[src/rtl/instr_mem_loader.sv]
// instr_mem_loader
//   Boot-time program loader. Receives a little-endian byte stream
//   (word count N, N program words, XOR checksum) over a valid/ready
//   handshake, writes each assembled word into the instruction memory
//   write port and holds the core in reset until the image is verified.
//
// Ports
//   clk         rising-edge clock
//   reset       synchronous, active-high
//   in_valid    in_data holds a byte
//   in_data     stream byte
//   in_ready    loader accepts a byte (transfer on in_valid & in_ready)
//   reload      one-cycle restart request, honoured in DONE/ERROR only
//   imem_we     instruction memory write strobe, one cycle per word
//   imem_addr   byte address of the word being written
//   imem_wd     word being written
//   core_reset  core reset, released only after a verified load
//   done        image loaded and checksum matched
//   error       load failed
//   error_code  01 length overflow, 10 checksum mismatch, 00 otherwise
module instr_mem_loader #(
  parameter int          ADDR_WIDTH = 6,
  parameter logic [31:0] BASE_ADDR  = 32'h0000_0000
) (
  input  logic        clk,
  input  logic        reset,
  input  logic        in_valid,
  input  logic [7:0]  in_data,
  output logic        in_ready,
  input  logic        reload,
  output logic        imem_we,
  output logic [31:0] imem_addr,
  output logic [31:0] imem_wd,
  output logic        core_reset,
  output logic        done,
  output logic        error,
  output logic [1:0]  error_code
);

  typedef enum logic [2:0] {
    StLen,
    StData,
    StCsum,
    StDone,
    StError
  } stateT;

  localparam logic [32:0]         MaxWords = 33'd1 << ADDR_WIDTH;
  localparam logic [ADDR_WIDTH:0] WordOne  = (ADDR_WIDTH+1)'(1);

  stateT                state;
  stateT                nextState;
  logic [1:0]           byteCnt;
  logic [23:0]          byteBuf;
  logic [ADDR_WIDTH:0]  nWords;
  logic [ADDR_WIDTH:0]  wordCnt;
  logic [31:0]          csum;
  logic [1:0]           errCode;

  logic        xfer;
  logic        lastByte;
  logic [31:0] fullWord;
  logic        lenOverflow;
  logic        lastWord;

  // Bytes arrive LSB first and shift in from the top, so after three
  // bytes the buffer holds {b2,b1,b0} and the fourth completes the word.
  assign xfer        = in_valid & in_ready;
  assign lastByte    = xfer & (byteCnt == 2'd3);
  assign fullWord    = {in_data, byteBuf};
  assign lenOverflow = {1'b0, fullWord} > MaxWords;
  assign lastWord    = (wordCnt + WordOne) == nWords;

  always_ff @(posedge clk) begin
    if (reset) state <= StLen;
    else       state <= nextState;
  end

  always_comb begin
    nextState = state;
    in_ready  = 1'b0;
    case (state)
      StLen: begin
        in_ready = ~reset;
        if (lastByte) begin
          if (lenOverflow)          nextState = StError;
          else if (fullWord == '0)  nextState = StCsum;
          else                      nextState = StData;
        end
      end
      StData: begin
        in_ready = ~reset;
        if (lastByte && lastWord) nextState = StCsum;
      end
      StCsum: begin
        in_ready = ~reset;
        if (lastByte) nextState = (fullWord == csum) ? StDone : StError;
      end
      StDone, StError: begin
        if (reload) nextState = StLen;
      end
      default: nextState = StLen;
    endcase
  end

  always_ff @(posedge clk) begin
    if (reset) begin
      byteCnt   <= '0;
      byteBuf   <= '0;
      nWords    <= '0;
      wordCnt   <= '0;
      csum      <= '0;
      errCode   <= '0;
      imem_we   <= 1'b0;
      imem_addr <= BASE_ADDR;
      imem_wd   <= '0;
    end else begin
      imem_we <= 1'b0;
      if (xfer) begin
        byteCnt <= byteCnt + 2'd1;
        byteBuf <= fullWord[31:8];
      end
      case (state)
        StLen: begin
          if (lastByte) begin
            nWords <= fullWord[ADDR_WIDTH:0];
            if (lenOverflow) errCode <= 2'b01;
          end
        end
        StData: begin
          if (lastByte) begin
            imem_we   <= 1'b1;
            imem_addr <= BASE_ADDR + (32'(wordCnt) << 2);
            imem_wd   <= fullWord;
            csum      <= csum ^ fullWord;
            wordCnt   <= wordCnt + WordOne;
          end
        end
        StCsum: begin
          if (lastByte && (fullWord != csum)) errCode <= 2'b10;
        end
        StDone, StError: begin
          if (reload) begin
            byteCnt <= '0;
            wordCnt <= '0;
            csum    <= '0;
            errCode <= '0;
          end
        end
        default: ;
      endcase
    end
  end

  assign done       = (state == StDone);
  assign error      = (state == StError);
  assign core_reset = (state != StDone);
  assign error_code = errCode;

endmodule

[config.mk]
export PLATFORM = sky130hd
export DESIGN_NAME = instr_mem_loader
export DESIGN_NICKNAME = d
export VERILOG_FILES = /design/src/rtl/instr_mem_loader.sv
export SDC_FILE = /design/constraint.sdc
export NUM_CORES = 1
export LEC_CHECK = 0
export CAP_MARGIN = 20
export CORE_MARGIN = 2
export CORE_UTILIZATION = 50
export CTS_CLUSTER_SIZE = 12
export DETAILED_ROUTE_END_ITERATION = 6
export DONT_BUFFER_PORTS = 1
export PLACE_DENSITY = 0.66
export SYNTH_ARGS = -nofsm -noshare
export SYNTH_HDL_FRONTEND = slang
export SYNTH_SLANG_ARGS = --single-unit
[constraint.sdc]
create_clock -name clk -period 2.8 [get_ports clk]
set_input_delay 0.56 -clock clk [delete_from_list [all_inputs] [get_ports clk]]
set_output_delay 0.56 -clock clk [all_outputs]
set_load 0.005 [all_outputs]
==> results.md, run 1 <==
- Status: finished clean
- Fin cells: 812
- Slew Limit Fails: 0
- Area Growth Syn to Fin: 10.2%
- Type of origin of the critical path: flip-flop
- Hold wc startpoint: reset
- Post-CTS resize count: 0
- Worst-skew pair later-pin latency: 0.53 ns
- Placed cell count: 780
- Initial Util: 51.3%
- Root buffer cell: clkbuf_8
- Grt total ovfl: 0
- DR vias/cell: 5.45
- Peak VDD IR: 0.388 mV
- Yosys top cell area share: 44.7%
- Number of synthesized flops with an enable pin: 0
- R2R depth: 6
- Slowest-stage cell, CP: or4_4
- First-pass GRT wire length: 20.7 mm
- Dpl hpwl: 8.21 mm
- Clock network fraction of design power: 54.1%
- Die height: 106 um
- Routed WL per cell: 15.5 um
- Largest net degree at the start of global routing: 90
- Net Switching: 862 uW
- Mapped Avg Cell Area: 7.72 sq um
- CP Cell Sequence: a211oi_4, nand3_2, or4_4, nor4_4, o221ai_1, o311a_1
- Seq cells post-synth: 117
- Area contributors post-synth: dfxtp_1 45%, nand2_1 10%, a21oi_1 7.8%, nor2_1 6.4%, xor2_1 6.0%
- Detailed Route WL: 12.6 mm
- Hold slack: 0.100 ns
- Crit Path Class: reg2reg
- CP required: 3.21 ns
- Iter 0 DRT Violations: 330
- Row count: 37
- Placed cell area: 5190 sq um
- Seq/Total Area, Yosys: 44.7%
- Gate power share: 2.9%
- Post-synth top cells: 141 x nand2_1, 117 x dfxtp_1, 89 x nor2_1, 82 x a21oi_1, 36 x xor2_1
- Antenna Diode Count: 0
- Critical path arrival: 2.72 ns
- RSZ-0062 raised after global routing: no
- Port buffer count: 0
- Final hold vios: 0
- FF-to-FF setup slack: 0.49 ns
- Relative slew slack: 37.4%
- Drt pass-1 iters: 5
- Die W: 106 um
- Cell variety after synth: 49
- Final worst-path cycle share: 82.6%
- TNS Setup: 0 ns
- Vias: 4425
- Final Util: 56.5%
- Core footprint: 10200 sq um
- Worst hold path type: in2reg
- Post-CTS Setup Bufs: 0
- TritonCTS clock tree: yes
- Fraction of registers with async set/reset: 0%
- Power density cells: 697 nW/um^2
- I/O Pins: 83
- CP endpoint kind: flip-flop
- Max incr delay on CP: 0.58 ns
- Layout Skew: 0.00558 ns
- GP Congestion: 0.898
- Deepest clock path buffer count: 2
- Hold buffer count at CTS: 0
- Number of global-route vias before repair: 4122
- Max-Cap Viols: 0
- Hold depth: 1
- Crit-path max FO: 9
- Nets: 677
- Internal: 3.17 mW
- Total GRT Usage: 23.2%
- Lkg Pwr: 2.47 nW
- Final setup vio count: 0
- Switching Share: 21.4%
- Post-route DRC: 0
- ANT nets after route: 0
- H-Tree Depth: 4
- Tmin final: 2.31 ns
- Post-Synthesis Cell Area: 5240 sq um
- Count leader, synth: nand2_1
- Worst-path clk slew: 0.06 ns
- RR Startpoint: state[1]$_SDFFE_PP0P_
- FMAX: 432 MHz
- Tightest Pin Transition: 0.937 ns
- Main synth FF type: dfxtp_1
- Synthesized instance count: 679
- Post-route cell area: 5780 sq um
- Sequential Power Share: 43.0%
- Die ar.: 11300 sq um
- Fraction of layout instances using a drive strength above 1: 6.21%
- # fillers: 976
- Worst reg2reg path endpoint: state[2]$_SDFFE_PP0P_
- Worst hold endpoint: imem_addr[3]$_SDFFE_PP0P_
- Synth area leader: dfxtp_1
- Synth warn: 0
- Total CTS buffers: 17
- Initial antenna violation count: 0
- Total clock sinks: 117
==> routing by layer <==
metal,track usage (%),share of wire [%]
met1,29.6,44
met2,37.7,48
met3,6.01,6.0
met4,9.18,1.7
met5,0,0
==> layout make-up <==
type                            count  area [sq um]  share of cell area, %
Tap cell                          136           170                   2.94
Inverter                            6          22.5                  0.390
Clock buffer                       21           429                   7.42
Clock inverter                     11           158                   2.73
Multi-Input combinational cell    515          2610                   45.2
Timing Repair Buffer                6          45.0                  0.779
Sequential cell                   117          2340                   40.5
==> worst max-delay path, delay by kind of cell, from the launching register on <==
family	cells	cell delay, ns
AO/OA/AOI/OAI	3	0.71
flip-flops	1	0.40
AND/OR/NAND/NOR	3	1.10
==> through the flow <==
stage | power [mW] | setup slack, ns
2_1_floorplan | 1.89 | 0.382
3_3_place_gp | 1.88 | 0.456
3_5_place_dp | 1.88 | 0.394
4_1_cts | 4.04 | 0.462
5_1_grt | 4.14 | 0.363
6_report | 4.03 | 0.486
==> cell families after synthesis <==
| kind of cell | share of synthesized area, % |
|---|---|
| buf+inv | 7.30 |
| flops | 44.7 |
| compound gates | 14.3 |
| mux | 1.34 |
| fa+ha+maj | 0.477 |
| other cells | 0.0715 |
| simple gates | 24.9 |
| xor+xnor | 7.01 |
==> layout by cell type (no fill, tap or decap), drive strengths merged, types with 2 or more instances in the layout <==
cell type	Yosys	final
o31a	2	2
nand3	30	30
a211oi	2	2
o21ai	37	37
xor2	36	36
nor3	8	8
nor2b	2	2
a21oi	82	82
ha	2	2
bufinv	0	4
nor2	89	89
xnor2	6	6
clkinv	1	7
buf	40	6
or3	2	2
nor3b	3	3
and2	2	2
or2	3	3
dfxtp	117	117
mux2i	7	7
nor4	17	17
o21a	2	2
nand2	141	141
conb	1	25
inv	5	5
clkbuf	25	21
nand4	3	3
==> flip-flops by register name, indices dropped and copies added, names as in the netlist <==
| name | flops |
|---|---|
| imem_wd | 32 |
| imem_we | 1 |
| error_code | 2 |
| byteCnt | 2 |
| imem_addr | 7 |
| byteBuf | 24 |
| state | 3 |
| wordCnt | 7 |
| nWords | 7 |
| csum | 32 |
==> worst max-delay path by stage <==
stage	to	startpoint	depth (start not counted)
2_1_floorplan	state[0]$_SDFFE_PP0P_	reset	7
3_3_place_gp	state[0]$_SDFFE_PP0P_	reset	6
3_5_place_dp	state[0]$_SDFFE_PP0P_	reset	6
4_1_cts	state[2]$_SDFFE_PP0P_	state[1]$_SDFFE_PP0P_	6
5_1_grt	state[2]$_SDFFE_PP0P_	state[1]$_SDFFE_PP0P_	6
6_report	state[2]$_SDFFE_PP0P_	state[1]$_SDFFE_PP0P_	6
==> power by group through the flow <==
stage | Combinational [mW] | Clock [mW] | Sequential, mW
after floorplan | 0.136 | 0 | 1.75
after global placement | 0.110 | 0 | 1.77
after detailed placement | 0.112 | 0 | 1.77
after CTS | 0.113 | 2.20 | 1.73
after global routing | 0.130 | 2.28 | 1.74
final | 0.115 | 2.18 | 1.73
Note: power is estimated with default switching activity, not from simulation.
==> run 2, diff against run 1 <==
--- a/config.mk
+++ b/config.mk
@@ -11,7 +11,7 @@
 export CTS_CLUSTER_SIZE = 12
 export DETAILED_ROUTE_END_ITERATION = 6
 export DONT_BUFFER_PORTS = 1
-export PLACE_DENSITY = 0.66
+export PLACE_DENSITY = 0.69
 export SYNTH_ARGS = -nofsm -noshare
 export SYNTH_HDL_FRONTEND = slang
 export SYNTH_SLANG_ARGS = --single-unit
==> constraint.sdc (replaced) <==
create_clock -name clk -period 2.1 [get_ports clk]
set_input_delay 0.42 -clock clk [delete_from_list [all_inputs] [get_ports clk]]
set_output_delay 0.42 -clock clk [all_outputs]
set_load 0.005 [all_outputs]
==> run 2 against run 1 <==
Clock power grew 48%. Clock-buffer cell count up 3. Global-route usage rose by 1.1 points. Clock skew increased by 0.0028 ns. Die area did not move. Via count is 3.9% higher. Register-to-register slack got worse by 0.39 ns. Hold slack worse by 0.080 ns. Core utilization increased by 4.5 points. Non-clock buffer count increased by 35. Critical endpoint is now state[0]$_SDFFE_PP0P_.
==> results.md, run 2 (synthesized netlist as in run 1, its figures left out) <==
- CP required: 2.50 ns
- Final setup vio count: 0
- Crit Path Class: reg2reg
- Most common cell after layout, fill and taps aside: nand2_1
- Worst-skew pair later-pin latency: 0.52 ns
- Dpl hpwl: 8.51 mm
- Net Switching: 1.19 mW
- Vias: 4596
- Worst hold path type: in2reg
- Worst-path clk slew: 0.05 ns
- Number of global-route vias before repair: 4384
- H-Tree Depth: 4
- Die height: 106 um
- Slew Limit Fails: 0
- Grt total ovfl: 0
- Total CTS buffers: 17
- Switching Share: 20.7%
- Most frequent cells in the layout: 141 x nand2_1, 114 x dfxtp_1, 89 x nor2_1
- Total GRT Usage: 24.3%
- Port buffer count: 0
- CP endpoint kind: flip-flop
- First-pass GRT wire length: 21.7 mm
- Final hold vios: 0
- Type of origin of the critical path: flip-flop
- RSZ-0062 raised after global routing: yes
- FF-to-FF setup slack: 0.09 ns
- Deepest clock path buffer count: 2
- Max-Cap Viols: 0
- Lkg Pwr: 2.70 nW
- Fraction of layout instances using a drive strength above 1: 11.5%
- Peak VDD IR: 0.430 mV
- ANT nets after route: 0
- Power density cells: 925 nW/um^2
- Die W: 106 um
- Routed WL per cell: 16.0 um
- Status: finished clean
- Crit-path max FO: 4
- Iter 0 DRT Violations: 398
- Post-route cell area: 6240 sq um
- Placed cell area: 5410 sq um
- R2R depth: 6
- Internal: 4.58 mW
- TritonCTS clock tree: yes
- Sequential Power Share: 39.8%
- Total clock sinks: 117
- Gate power share: 4.2%
- Critical path arrival: 2.41 ns
- GP Congestion: 0.853
- Biggest regs: csum x32, imem_wd x32, byteBuf x24
- Area Growth Syn to Fin: 19.0%
- DR vias/cell: 5.43
- Core footprint: 10200 sq um
- Initial antenna violation count: 0
- Layout Skew: 0.00840 ns
- Total power: 5.77 mW
- Final worst-path cycle share: 95.5%
- Post-route DRC: 0
- Tightest Pin Transition: 0.546 ns
- Tmin final: 2.01 ns
- I/O Pins: 83
- Nets: 712
- Die ar.: 11300 sq um
- FMAX: 499 MHz
- Initial Util: 51.3%
- Root buffer cell: clkbuf_8
- Relative slew slack: 63.6%
- Hold depth: 2
- Clock network fraction of design power: 56.1%
- Largest net degree at the start of global routing: 86
- Detailed Route WL: 13.5 mm
- Drt pass-1 iters: 5
- Row count: 37
- Antenna Diode Count: 0
[run 2: cell types whose count changed in the layout (fill, tap and decap cells not counted), sizes merged, moves of 4 or more]
cell	change
clkbuf	+4
dlygate4sd3	+6
clkinv	-5
buf	+28
[run 2: repair_timing]
action | 4_1_cts | 5_1_grt
buffers inserted | 0 | 1
gates resized for setup | 0 | 11
hold buffers | 7 | 0
endpoints found under the setup margin | 0 | 11
hold endpoints to repair | 91 | 0
[run 2: stage by stage]
step | util [%] | std cells | setup TNS, ns | hold WS [ns] | worst slack, ns
after detailed placement | 52.9 | 806 | 0 | 0.460 | 0.0803
after CTS | 60.3 | 844 | 0 | 0.00586 | 0.0673
after global placement | 52.9 | 806 | 0 | 0.447 | 0.146
after floorplan | - | 703 | -0.00854 | 0.437 | -0.00854
final | 61.0 | 846 | 0 | 0.0197 | 0.0940
after global routing | 61.0 | 846 | -0.0215 | 0.0116 | -0.0215
[run 2: path summary, 6_finish.rpt]
check / startpoint / endpoint
worst min-delay path: in_data[7] / byteBuf[23]$_SDFFE_PP0P_
worst min register to register: byteCnt[1]$_SDFF_PP0_ / byteCnt[1]$_SDFF_PP0_
worst max-delay path: state[0]$_SDFFE_PP0P_ / state[0]$_SDFFE_PP0P_
worst max register to register: state[0]$_SDFFE_PP0P_ / state[0]$_SDFFE_PP0P_
[run 2: per-layer routing]
metal  routed length (um)  GRT usage, %
met1                 5740          29.6
met2                 6560          40.5
met3                  785          5.58
met4                  411          11.8
met5                    0             0
[run 2: area by class of cell]
cell class              count  area (sq um)
multi-input cells         515          2650
flip-flops and latches    117          2350
clock inverters             7           164
well taps                 136           170
inverters                   6          22.5
repair buffers             41           385
clock buffers              24           500
fillers                   886          3990
[run 2: worst max-delay path, stage by stage (launching register included)]
cell      delay (ns)
dfxtp_2         0.33
a211oi_4        0.26
nand3_2         0.10
or4_4           0.56
nor4_4          0.30
nor2_1          0.07
o31a_1          0.27
[run 2: power by group through the flow]
| stage | Sequential [mW] | Clock, mW | Combinational, mW |
|---|---|---|---|
| floorplan | 2.33 | 0 | 0.182 |
| global placement | 2.34 | 0 | 0.187 |
| detailed placement | 2.34 | 0 | 0.190 |
| CTS | 2.29 | 3.27 | 0.235 |
| global route | 2.30 | 3.37 | 0.264 |
| finish | 2.29 | 3.23 | 0.242 |
==> run 3, diff against run 2 <==
--- a/config.mk
+++ b/config.mk
@@ -5,6 +5,7 @@
 export SDC_FILE = /design/constraint.sdc
 export NUM_CORES = 1
 export LEC_CHECK = 0
+export ABC_AREA = 0
 export CAP_MARGIN = 20
 export CORE_MARGIN = 2
 export CORE_UTILIZATION = 50
@@ -12,6 +13,7 @@
 export DETAILED_ROUTE_END_ITERATION = 6
 export DONT_BUFFER_PORTS = 1
 export PLACE_DENSITY = 0.69
+export SKIP_LAST_GASP = 1
 export SYNTH_ARGS = -nofsm -noshare
 export SYNTH_HDL_FRONTEND = slang
 export SYNTH_SLANG_ARGS = --single-unit
==> run 3 against run 2 <==
Flip-flop and latch count is the same. Clock-buffer cell count is the same. Register-to-register slack is essentially flat. Wire length shrank 0.22%. Fmax shrank 0.45%. Clock skew grew 0.0014 ns.
==> results.md, run 3 (synthesized netlist as in run 1, its figures left out) <==
- Slowest-stage cell, CP: or4_4
- DR vias/cell: 5.43
- ANT nets after route: 0
- Tmin final: 2.02 ns
- Internal: 4.58 mW
- Hold depth: 2
- Fraction of layout instances using a drive strength above 1: 11.4%
- RSZ-0062 raised after global routing: yes
- Post-route cell area: 6230 sq um
- Grt total ovfl: 0
- Die height: 106 um
- Sequential Power Share: 39.8%
- Slew Limit Fails: 0
- CP endpoint kind: flip-flop
- Most frequent cells in the layout: 141 x nand2_1, 114 x dfxtp_1, 89 x nor2_1
- Initial antenna violation count: 0
- Max incr delay on CP: 0.56 ns
- Status: finished clean
- Net Switching: 1.19 mW
- Total power: 5.76 mW
- Max-Cap Viols: 0
- Final hold vios: 0
- Most common cell after layout, fill and taps aside: nand2_1
- Hold wc startpoint: in_data[7]
- Placed cell count: 806
- Nets: 712
- FMAX: 496 MHz
- Crit Path Class: reg2reg
- Layout Skew: 0.00985 ns
- Post-route DRC: 0
- Relative slew slack: 63.2%
- Initial Util: 51.3%
- Worst hold endpoint: byteBuf[23]$_SDFFE_PP0P_
- Detailed Route WL: 13.5 mm
- Crit-path max FO: 4
- Area Growth Syn to Fin: 18.9%
- Drt pass-1 iters: 5
- Gate power share: 4.2%
- Antenna Diode Count: 0
- Port buffer count: 0
- Worst Path Buf+Inv: 0
- Worst-path clk slew: 0.05 ns
- Tightest Pin Transition: 0.553 ns
- R2R depth: 6
- Worst hold path type: in2reg
- Type of origin of the critical path: flip-flop
- Placed cell area: 5410 sq um
- RR Startpoint: state[0]$_SDFFE_PP0P_
- Clock network fraction of design power: 56.0%
- Total CTS buffers: 17
- GP Congestion: 0.853
- Final Util: 60.9%
- CP required: 2.50 ns
- Dpl hpwl: 8.51 mm
- Die W: 106 um
- Worst reg2reg path endpoint: state[0]$_SDFFE_PP0P_
- Switching Share: 20.6%
- Peak VDD IR: 0.431 mV
- Final worst-path cycle share: 96.0%
- First-pass GRT wire length: 21.7 mm
- Biggest regs: csum x32, imem_wd x32, byteBuf x24
- Die ar.: 11300 sq um
- Routed WL per cell: 15.9 um
- Final setup vio count: 0
- Row count: 37
- I/O Pins: 83
- TritonCTS clock tree: yes
- Power density cells: 925 nW/um^2
- FF-to-FF setup slack: 0.08 ns
- Vias: 4592
- Total GRT Usage: 24.3%
- H-Tree Depth: 4
- Fin cells: 846
- Deepest clock path buffer count: 2
- Number of global-route vias before repair: 4384
- Largest net degree at the start of global routing: 86
- Critical path arrival: 2.41 ns
- Iter 0 DRT Violations: 365
- Root buffer cell: clkbuf_8
- CP Cell Sequence: a211oi_4, nand3_2, or4_4, nor4_4, nor2_1, o31a_1
- Worst-skew pair later-pin latency: 0.52 ns
- Core footprint: 10200 sq um
- Lkg Pwr: 2.70 nW
- Top delay family on crit path: simple AND/OR/NAND/NOR gates
- Total clock sinks: 117
run 3: worst max path at each step:
stage / start / to / slack [ns] / depth (start not counted)
finish: state[0]$_SDFFE_PP0P_ / state[0]$_SDFFE_PP0P_ / 0.08 / 6
global placement: byteBuf[13]$_SDFFE_PP0P_ / state[1]$_SDFFE_PP0P_ / 0.15 / 7
floorplan: reset / state[0]$_SDFFE_PP0P_ / -0.009 / 7
detailed placement: wordCnt[1]$_SDFFE_PP0P_ / state[0]$_SDFFE_PP0P_ / 0.08 / 6
global route: state[0]$_SDFFE_PP0P_ / state[0]$_SDFFE_PP0P_ / -0.02 / 6
CTS: csum[18]$_SDFFE_PP0P_ / state[1]$_SDFFE_PP0P_ / 0.07 / 8
run 3: cell type report:
cell class	instances	area, sq um
inverters	6	22.5
flip-flops and latches	117	2350
fillers	886	4000
clock inverters	7	164
well taps	136	170
clock buffers	24	500
multi-input cells	515	2640
repair buffers	41	385
run 3: per-stage QoR:
step	setup slack [ns]	setup TNS [ns]	hold WS, ns
floorplan	-0.00854	-0.00854	0.437
global route	-0.0215	-0.0296	0.0116
global placement	0.146	0	0.447
detailed placement	0.0803	0	0.460
finish	0.0850	0	0.0263
CTS	0.0673	0	0.00586
run 3: layer usage:
metal,vias to the layer above,part of all wire (%),track usage (%)
li1,2268,-,-
met1,2137,42,29.6
met2,153,49,40.5
met3,34,6.1,5.58
met4,0,3.2,11.8
met5,-,0,0
run 3: power by group through the flow:
stage          clock (mW)  sequential (mW)  combinational [mW]
2_1_floorplan           0             2.33               0.182
3_3_place_gp            0             2.34               0.187
3_5_place_dp            0             2.34               0.190
4_1_cts              3.27             2.29               0.235
5_1_grt              3.37             2.30               0.264
6_report             3.23             2.29               0.241
run 3: timing repair:
action	4_1_cts	5_1_grt
setup buffers	0	1
gates resized for setup	0	10
hold buffers	7	0
setup endpoints to repair	0	11
hold endpoints to repair	91	0
